`config.mk`:
```
export PLATFORM = sky130hd
export DESIGN_NAME = esi_cosim_mmio_responder
export DESIGN_NICKNAME = d
export VERILOG_FILES = /design/src/rtl/esi_cosim_mmio_pkg.sv /design/src/rtl/esi_cosim_mmio_resp_fifo.sv /design/src/rtl/esi_cosim_mmio_responder.sv
export SDC_FILE = /design/constraint.sdc
export NUM_CORES = 1
export LEC_CHECK = 0
export CORE_MARGIN = 2
export CORE_UTILIZATION = 59
export CTS_CLUSTER_DIAMETER = 150
export CTS_CLUSTER_SIZE = 30
export DETAILED_ROUTE_END_ITERATION = 10
export PLACE_DENSITY = 0.79
export SETUP_SLACK_MARGIN = 0.1
export SYNTH_ARGS = -nofsm -noshare
export SYNTH_HDL_FRONTEND = slang
export SYNTH_SLANG_ARGS = --single-unit
```
`constraint.sdc`:
```
create_clock -name clk -period 3.4 [get_ports clk]
set_clock_uncertainty 0.15 [all_clocks]
set_input_delay 0.68 -clock clk [delete_from_list [all_inputs] [get_ports clk]]
set_output_delay 0.68 -clock clk [all_outputs]
set_load 0.01 [all_outputs]
```
`src/rtl/esi_cosim_mmio_pkg.sv`:
```
// Shared types and error codes for the cosim MMIO responder.
package esi_cosim_mmio_pkg;

  localparam int unsigned MMIO_ADDR_W = 32;
  localparam int unsigned MMIO_DATA_W = 32;
  localparam int unsigned MMIO_ERR_W  = 8;

  localparam logic [MMIO_ERR_W-1:0] MMIO_OK            = 8'd0;
  localparam logic [MMIO_ERR_W-1:0] MMIO_ERR_UNALIGNED = 8'd1;
  localparam logic [MMIO_ERR_W-1:0] MMIO_ERR_RANGE     = 8'd2;
  localparam logic [MMIO_ERR_W-1:0] MMIO_ERR_RO        = 8'd3;

  typedef struct packed {
    logic                   write;
    logic [MMIO_ADDR_W-1:0] address;
    logic [MMIO_DATA_W-1:0] data;
  } mmio_cmd_t;

  typedef struct packed {
    logic                   write;
    logic [MMIO_DATA_W-1:0] data;
    logic [MMIO_ERR_W-1:0]  error;
  } mmio_resp_t;

endpackage

```
`src/rtl/esi_cosim_mmio_resp_fifo.sv`:
```
// In-order response FIFO; DEPTH must be a power of two so pointers wrap naturally.
module esi_cosim_mmio_resp_fifo
  import esi_cosim_mmio_pkg::*;
#(
  parameter int unsigned DEPTH = 4,
  localparam int unsigned PTR_W = $clog2(DEPTH),
  localparam int unsigned CNT_W = $clog2(DEPTH + 1)
) (
  input  logic             clk,
  input  logic             rst,
  input  logic             push_i,
  input  mmio_resp_t       push_data_i,
  input  logic             pop_i,
  output mmio_resp_t       head_o,
  output logic [CNT_W-1:0] count_o,
  output logic             full_o,
  output logic             empty_o
);

  mmio_resp_t       mem_q [DEPTH];
  logic [PTR_W-1:0] wr_ptr_q, wr_ptr_d;
  logic [PTR_W-1:0] rd_ptr_q, rd_ptr_d;
  logic [CNT_W-1:0] count_q, count_d;
  logic             do_push, do_pop;

  assign full_o  = (count_q == CNT_W'(DEPTH));
  assign empty_o = (count_q == '0);
  assign count_o = count_q;
  assign head_o  = mem_q[rd_ptr_q];
  assign do_push = push_i && !full_o;
  assign do_pop  = pop_i && !empty_o;

  always_comb begin
    wr_ptr_d = wr_ptr_q;
    rd_ptr_d = rd_ptr_q;
    count_d  = count_q;
    if (do_push) wr_ptr_d = wr_ptr_q + PTR_W'(1);
    if (do_pop)  rd_ptr_d = rd_ptr_q + PTR_W'(1);
    case ({do_push, do_pop})
      2'b10:   count_d = count_q + CNT_W'(1);
      2'b01:   count_d = count_q - CNT_W'(1);
      default: count_d = count_q;
    endcase
  end

  always_ff @(posedge clk) begin
    if (rst) begin
      wr_ptr_q <= '0;
      rd_ptr_q <= '0;
      count_q  <= '0;
    end else begin
      wr_ptr_q <= wr_ptr_d;
      rd_ptr_q <= rd_ptr_d;
      count_q  <= count_d;
    end
  end

  // Payload storage needs no reset: nothing is visible until count is non-zero.
  always_ff @(posedge clk) begin
    if (do_push) mem_q[wr_ptr_q] <= push_data_i;
  end

endmodule

```
`src/rtl/esi_cosim_mmio_responder.sv`:
```
// MMIO target executing in-order commands against a small register file.
// Define ESI_COSIM_MMIO_RESPONDER_STATS_EN to add read/write counters after the last register.
module esi_cosim_mmio_responder
  import esi_cosim_mmio_pkg::*;
#(
  parameter logic [31:0] BASE_ADDR  = 32'h0000_0000,
  parameter int unsigned NUM_REGS   = 8,
  parameter logic [31:0] ID_VALUE   = 32'hE51C_0001,
  parameter int unsigned RESP_DEPTH = 4
) (
  input  logic        clk,
  input  logic        rst,
  input  logic        cmd_valid,
  output logic        cmd_ready,
  input  logic        cmd_write,
  input  logic [31:0] cmd_address,
  input  logic [31:0] cmd_data,
  output logic        resp_valid,
  input  logic        resp_ready,
  output logic        resp_write,
  output logic [31:0] resp_data,
  output logic [7:0]  resp_error
);

  localparam int unsigned IDX_W   = $clog2(NUM_REGS);
  localparam int unsigned CNT_W   = $clog2(RESP_DEPTH + 1);
  localparam logic [29:0] NREGS_W = 30'(NUM_REGS);

  mmio_cmd_t        cmd;
  mmio_resp_t       resp_d;
  mmio_resp_t       head;
  logic [29:0]      offset;
  logic [IDX_W-1:0] idx;
  logic             below_base, in_regs, fire, wr_en;
  logic             fifo_full, fifo_empty;
  logic [CNT_W-1:0] fifo_count;
  logic [31:0]      regs_q [NUM_REGS];
  logic [31:0]      regs_d [NUM_REGS];

  assign cmd        = '{write: cmd_write, address: cmd_address, data: cmd_data};
  assign cmd_ready  = !rst && !fifo_full;
  assign fire       = cmd_valid && cmd_ready;
  // BASE_ADDR is word aligned, so subtracting word indices equals the byte difference >> 2.
  assign offset     = cmd.address[31:2] - BASE_ADDR[31:2];
  assign below_base = (cmd.address < BASE_ADDR);
  assign in_regs    = !below_base && (offset < NREGS_W);
  assign idx        = offset[IDX_W-1:0];

`ifdef ESI_COSIM_MMIO_RESPONDER_STATS_EN
  logic [31:0] rd_cnt_q, rd_cnt_d;
  logic [31:0] wr_cnt_q, wr_cnt_d;
  logic        rd_cnt_hit, wr_cnt_hit;

  assign rd_cnt_hit = !below_base && (offset == NREGS_W);
  assign wr_cnt_hit = !below_base && (offset == NREGS_W + 30'd1);

  always_comb begin
    rd_cnt_d = rd_cnt_q;
    wr_cnt_d = wr_cnt_q;
    if (fire && !cmd.write) rd_cnt_d = rd_cnt_q + 32'd1;
    if (fire && cmd.write)  wr_cnt_d = wr_cnt_q + 32'd1;
  end

  always_ff @(posedge clk) begin
    if (rst) begin
      rd_cnt_q <= '0;
      wr_cnt_q <= '0;
    end else begin
      rd_cnt_q <= rd_cnt_d;
      wr_cnt_q <= wr_cnt_d;
    end
  end
`endif

  // Decode in priority order: alignment, range, read-only.
  always_comb begin
    resp_d       = '0;
    resp_d.write = cmd.write;
    if (cmd.address[1:0] != 2'b00) begin
      resp_d.error = MMIO_ERR_UNALIGNED;
`ifdef ESI_COSIM_MMIO_RESPONDER_STATS_EN
    end else if (rd_cnt_hit || wr_cnt_hit) begin
      if (cmd.write) resp_d.error = MMIO_ERR_RO;
      else           resp_d.data  = rd_cnt_hit ? rd_cnt_q : wr_cnt_q;
`endif
    end else if (!in_regs) begin
      resp_d.error = MMIO_ERR_RANGE;
    end else if (cmd.write && (idx == '0)) begin
      resp_d.error = MMIO_ERR_RO;
    end else if (!cmd.write) begin
      resp_d.data = regs_q[idx];
    end
  end

  assign wr_en = fire && cmd.write && in_regs && (resp_d.error == MMIO_OK);

  always_comb begin
    regs_d = regs_q;
    if (wr_en) regs_d[idx] = cmd.data;
  end

  always_ff @(posedge clk) begin
    if (rst) begin
      regs_q    <= '{default: '0};
      regs_q[0] <= ID_VALUE;
    end else begin
      regs_q <= regs_d;
    end
  end

  esi_cosim_mmio_resp_fifo #(
    .DEPTH(RESP_DEPTH)
  ) u_resp_fifo (
    .clk        (clk),
    .rst        (rst),
    .push_i     (fire),
    .push_data_i(resp_d),
    .pop_i      (resp_ready),
    .head_o     (head),
    .count_o    (fifo_count),
    .full_o     (fifo_full),
    .empty_o    (fifo_empty)
  );

  always_ff @(posedge clk) begin
    if (!rst) assert (fifo_empty == (fifo_count == '0));
  end

  // Idle outputs read as zero rather than exposing stale FIFO contents.
  assign resp_valid = !fifo_empty;
  assign resp_write = resp_valid && head.write;
  assign resp_data  = resp_valid ? head.data  : '0;
  assign resp_error = resp_valid ? head.error : '0;

endmodule

```
==> key figures, run 1 <==
Finish
  – Fill cells: 2180
  – N_diodes: 0
  – Multi-input gate area: 7517 um2
  – FF+latch area: 9510 um2
  – Number of nets in the layout: 1568
  – Area grow syn2layout: 12.57%
  – Final instance area: 19710 um2
  – Layout cell share with drive strength beyond 1: 12.33%

Power and ir drop
  – Peak supply drop: 312.0 uV
  – Total Power: 9.403 mW
  – Pwr dens: 477.1 nW/um2
  – LEAKAGE: 8.277 nW

Critical path
  – Critical-path top delay cell: mux4_2
  – WP data required: 2.57 ns
  – CP top delay family: buffers and inverters
  – Crit path cell chain: buf_4, mux4_2, and2_1, clkdlybuf4s50_1
  – Critical path startpoint category: flip-flop
  – WP buf/inv: 2
  – Crit Path Category: flip-flop to primary output
  – Setup crit end kind: primary output
  – Max stage delay on crit path: 0.54 ns
  – Worst Path Max Fanout: 12
  – CP arrival: 2.36 ns

Global route
  – First-pass GRT wire length: 62760 um
  – Vias in the first global route: 11102
  – Grt total ovfl: 0
  – Antenna violations before repair: 0
  – GR Util met3: 2.455%
  – M2 GR Usage: 42.29%
  – GRT Total Usage: 25.81%
  – Busiest grt layer: met2
  – GRT met1 Usage: 37.31%
  – Largest net degree at the start of global routing: 168

Placement
  – Detailed placement HPWL: 25920 um
  – Placer Congestion: 0.8050
  – Port-buffer cells: 105
  – Placed inst area: 19230 um2

Yosys
  – Synth Warn #: 0
  – Post-Syn Area per Cell: 12.46 um2
  – Post-synth EDFFs: 140
  – Sequential-to-total area share from yosys stat: 54.32%
  – Register bit total from synthesis: 405
  – Synthesized instance count: 1405
  – Asr flop ratio synth: 0%
  – Synthesized area: 17510 um2
  – Top cell type's share of synthesized area: 30.31%
  – Top FF cell, synth: dfxtp_1
  – Most area-hungry cell type in the Yosys netlist: dfxtp_1
  – Distinct cell type count after synthesis: 47
  – Largest cells by area after synthesis: dfxtp_1 30%, edfxtp_1 24%, mux2i_1 14%

Floorplan
  – # rows: 63
  – I/O pin total: 112
  – Starting Density: 59.54%
  – Die footprint: 31060 um2
  – Core footprint: 29400 um2
  – DIE HEIGHT: 176.3 um
  – Die W: 176.3 um

Timing
  – Final number of setup-violating endpoints: 0
  – Slew HR: 55.70%
  – Worst slew pin tran: 0.6621 ns
  – Final hold vios: 0
  – Min Tclk post-route: 3.192 ns
  – Tcrit/Tclk final: 93.89%
  – Pins over their slew limit: 0
  – Total Neg Setup Slack: 0 ns
  – Fmax achieved: 313.3 MHz
  – Setup repair after global routing missed its margin: no

Routing
  – Post-route ant nets: 0
  – Drt pass-1 iters: 5
  – Routed vias/inst: 5.857
  – DR WL/cell: 21.13 um
  – DRC viols: 0
  – Vias: 11076
  – DRT iter0 DRCs: 899
  – DRT Wirelength: 39960 um

Job
  – Max-Cap Viols: 0

Clock tree
  – H-tree Lvls: 1
  – TritonCTS buffer count: 17
  – Worst-Skew Late Latency: 0.54 ns
  – Post-CTS sizing: 0
  – CTS max path bufs: 3
  – Clk sinks: 405
  – Post-CTS Setup Repair Bufs: 0
  – Clk slew on worst S/H paths: 0.11 ns
  – Cts hold-fix bufs: 0
  – Root Driver: clkbuf_16
  – CTS tree: built

Hold path
  – Tightest Hold Check Type: input port to flip-flop

Status
  – Outcome: finished, final reports clean
-- worst paths after layout --
check | startpoint | to | slack, ns | cells past startpoint
setup / recovery | flip-flop | resp_data[3] | 0.21 | 4
hold / removal | rst | flip-flop | 0.25 | 2
setup reg to reg | u_resp_fifo.count_o[0] | u_resp_fifo.count_o[2] | 0.91 | 8
hold reg to reg | regs_q[248] | regs_q[248] | 0.31 | 1
-- registers in the layout, indices dropped and copies added, names as in the netlist, named ones only --
signal,flops
regs_q,256
u_resp_fifo.count_o,3
u_resp_fifo.mem_q,140
u_resp_fifo.rd_ptr_q,2
u_resp_fifo.wr_ptr_q,2
-- cells by family after synthesis --
logic type / synth area share, %
buffers and inverters: 2.845
other: 0.02142
muxes: 21.79
adders and majority gates: 0.4717
AOI/OAI and AO/OA: 5.239
xor gates and xnor gates: 0.2502
DFF: 54.32
and+or+nand+nor: 15.06
-- area by class of cell --
type | count | share of cell area (%)
Sequential cell | 405 | 48.26
Multi-Input combinational cell | 889 | 38.15
Timing Repair Buffer | 172 | 8.527
Tap cell | 390 | 2.476
Clock buffer | 25 | 2.311
Inverter | 8 | 0.1524
Clock inverter | 2 | 0.1270
-- cells in the mapped netlist (2+ instances only) --
master	number
dfxtp_1	265
nand2b_1	257
mux2i_1	245
edfxtp_1	140
clkbuf_1	63
mux4_2	53
and2_1	43
a221oi_1	35
nand2_1	34
buf_2	32
nor2b_1	29
a21oi_1	27
nor2_1	25
a22oi_1	18
mux2_2	15
or2_2	14
o21a_1	11
o2bb2ai_1	9
buf_1	7
inv_1	7
nand4_2	7
a22o_1	6
and3_1	6
buf_4	6
nor4_1	6
ha_1	5
nor3_1	5
a31o_2	4
a31oi_1	4
o22ai_1	4
xor2_1	3
nand3_1	2
o21ai_0	2
or3_1	2
xnor2_1	2
-- routing by layer --
layer  share of wire [%]  wire length, um
met4                 2.2              891
met3                 5.0             1993
met1                  46            18230
met2                  47            18850
met5                   0                0
-- where the power goes --
part / internal (mW) / switching (mW)
Sequential: 5.08 / 0.0414
Combinational: 1.01 / 0.847
Clock: 0.966 / 1.46
Total: 7.06 / 2.35
-- cell usage in the layout (no fill, tap or decap), types with 27 or more instances in the layout --
cell / n
a21oi_1: 27
a221oi_1: 35
and2_1: 43
buf_4: 57
clkdlybuf4s50_1: 101
dfxtp_1: 264
edfxtp_1: 140
mux2i_1: 245
mux4_2: 53
nand2_1: 34
nand2b_1: 257
nor2b_1: 29
-- per-stage QoR --
step	utilization [%]	hold slack, ns	std cells	worst slack (ns)
after floorplan	-	0.2621	1410	0.5873
after detailed placement	65.39	0.2759	1864	0.4524
after CTS	67.02	0.2431	1891	0.1600
final	67.02	0.2512	1891	0.2079
after global routing	67.02	0.2508	1891	0.1066
after global placement	65.39	0.2735	1864	0.5098
Power figures use the tool's default switching activity.
==> run 2: changes to the inputs <==
CORE_UTILIZATION = 60   (was 59)
DONT_BUFFER_PORTS = 1   (was default)
PLACE_DENSITY = 0.76   (was 0.79)
==> key figures, run 2 (synthesized netlist as in run 1, its figures left out) <==
Status
  – Outcome: finished, final reports clean

Clock tree
  – Clk slew on worst S/H paths: 0.11 ns (about the same)
  – Post-CTS sizing: 0 (unchanged)
  – H-tree Lvls: 1 (unchanged)
  – TritonCTS buffer count: 17 (unchanged)
  – Root Driver: clkbuf_16
  – Clk sinks: 405 (unchanged)
  – Worst-Skew Late Latency: 0.53 ns (about the same)
  – Post-CTS Setup Repair Bufs: 0 (unchanged)
  – CTS tree: built
  – Cts hold-fix bufs: 0 (unchanged)
  – CTS max path bufs: 3 (unchanged)

Finish
  – Number of flip-flops in the largest register: 256 (unchanged)
  – Reg with most FFs: regs_q
  – Non-Filler Instances: 1749 (-7.5%)
  – Multi-input gate area: 7555 um2 (+0.50%)
  – N_diodes: 0 (unchanged)
  – Number of nets in the layout: 1433 (-8.6%)
  – Most common cell after layout, fill and taps aside: dfxtp_1
  – Layout cell share with drive strength beyond 1: 11.14% (-1.2 points)
  – Most frequent cells in the layout: 264 x dfxtp_1, 257 x nand2b_1, 245 x mux2i_1, 140 x edfxtp_1, 53 x mux4_2
  – Post-layout util: 64.02% (-3.0 points)
  – Fill cells: 2176 (-0.18%)
  – FF+latch area: 9510 um2 (unchanged)
  – Area grow syn2layout: 4.967%
  – Final instance area: 18380 um2 (-6.8%)

Routing
  – Drt pass-1 iters: 7 (+2)
  – Routed vias/inst: 6.010 (+2.6%)
  – DR WL/cell: 22.18 um (+5.0%)
  – DRT iter0 DRCs: 996 (+11%)
  – Vias: 10512 (-5.1%)
  – DRT Wirelength: 38800 um (-2.9%)
  – Post-route ant nets: 0 (unchanged)
  – DRC viols: 0 (unchanged)

Global route
  – First-pass GRT wire length: 60700 um (-3.3%)
  – Antenna violations before repair: 0 (unchanged)
  – Vias in the first global route: 10587 (-4.6%)
  – Grt total ovfl: 0 (unchanged)
  – GRT Total Usage: 25.49% (-0.32 points)
  – Largest net degree at the start of global routing: 299 (+78%)

Timing
  – Final setup margin: 0.2995 ns (+0.09167 ns)
  – Total Neg Setup Slack: 0 ns (unchanged)
  – Fmax achieved: 322.5 MHz (+3.0%)
  – Worst slew pin tran: 0.8080 ns (+0.1459 ns)
  – Final number of setup-violating endpoints: 0 (unchanged)
  – Min Tclk post-route: 3.100 ns (-0.09167 ns)
  – Final hold vios: 0 (unchanged)
  – Worst hold slack: 0.09762 ns (-0.1536 ns)
  – Pins over their slew limit: 0 (unchanged)
  – Setup repair after global routing missed its margin: no
  – Tcrit/Tclk final: 91.19% (-2.7 points)
  – Slew HR: 45.91% (-9.8 points)

Placement
  – Placed insts: 1723 (-7.6%)
  – Placer Congestion: 0.7822 (-2.8%)
  – Pre-CTS setup slack: 0.6354 ns (+0.1830 ns)
  – Port-buffer cells: 0 (-100%)
  – Detailed placement HPWL: 23200 um (-10%)
  – Placed inst area: 17900 um2 (-6.9%)

Floorplan
  – Starting Density: 60.99% (+1.5 points)
  – # rows: 62 (-1.6%)
  – DIE HEIGHT: 174.8 um (-0.82%)
  – Die W: 174.8 um (-0.82%)
  – Die footprint: 30560 um2 (-1.6%)
  – I/O pin total: 112 (unchanged)
  – Core footprint: 28700 um2 (-2.4%)

Power and ir drop
  – Peak supply drop: 305.7 uV (-2.0%)
  – Pwr dens: 476.9 nW/um2 (about the same)
  – LEAKAGE: 7.718 nW (-6.8%)
  – Total Power: 8.763 mW (-6.8%)

Critical path
  – Worst Path Max Fanout: 17 (+5)
  – Setup crit end kind: primary output
  – Critical path startpoint category: flip-flop
  – CP arrival: 2.27 ns (-0.09 ns)
  – WP data required: 2.57 ns (about the same)
  – Crit Path Category: flip-flop to primary output

Job
  – Max-Cap Viols: 0 (unchanged)

Hold path
  – Tightest Hold Check Type: input port to flip-flop
-- run 2: cell count changes in the layout (fill, tap and decap cells not counted), moves of 2 or more --
cell             delta
buf_4              -24
and2_1              -2
buf_12              -7
and2_2              +2
clkdlybuf4s50_1   -101
nand4_4             +4
buf_2               -2
nand4_2             -4
-- run 2: power by group --
group / switching (mW) / internal (mW)
Clock: 1.44 / 0.959
Sequential: 0.0863 / 5.08
Combinational: 0.624 / 0.576
-- run 2: final timing paths --
check	start	endpoint	slack, ns	cells after the start
setup / recovery	flip-flop	resp_data[15]	0.30	3
hold / removal	cmd_write	u_resp_fifo.mem_q[0][40]	0.1	0
setup reg to reg	u_resp_fifo.count_o[0]	u_resp_fifo.count_o[2]	0.89	9
hold reg to reg	regs_q[250]	regs_q[250]	0.31	1
-- run 2: layout make-up --
| cell class | instances | area share (%) |
|---|---|---|
| Clock inverter | 1 | 0.08852 |
| Tap cell | 384 | 2.615 |
| Sequential cell | 405 | 51.76 |
| Clock buffer | 25 | 2.479 |
| Inverter | 8 | 0.1634 |
| Multi-Input combinational cell | 889 | 41.11 |
| Timing Repair Buffer | 37 | 1.784 |
-- run 2: worst max-delay path, stage by stage (launching register included) --
cell and delay (ns):
dfxtp_2 0.73, buf_12 0.26, mux4_2 0.54, and2_1 0.21
-- run 2: layer usage --
metal	GRT usage (%)	vias up	share of wire, %
met1	37.14	5278	47
met3	4.178	48	6.2
li1	-	4887	-
met4	5.278	0	1.5
met5	0	-	0
met2	40.66	299	46
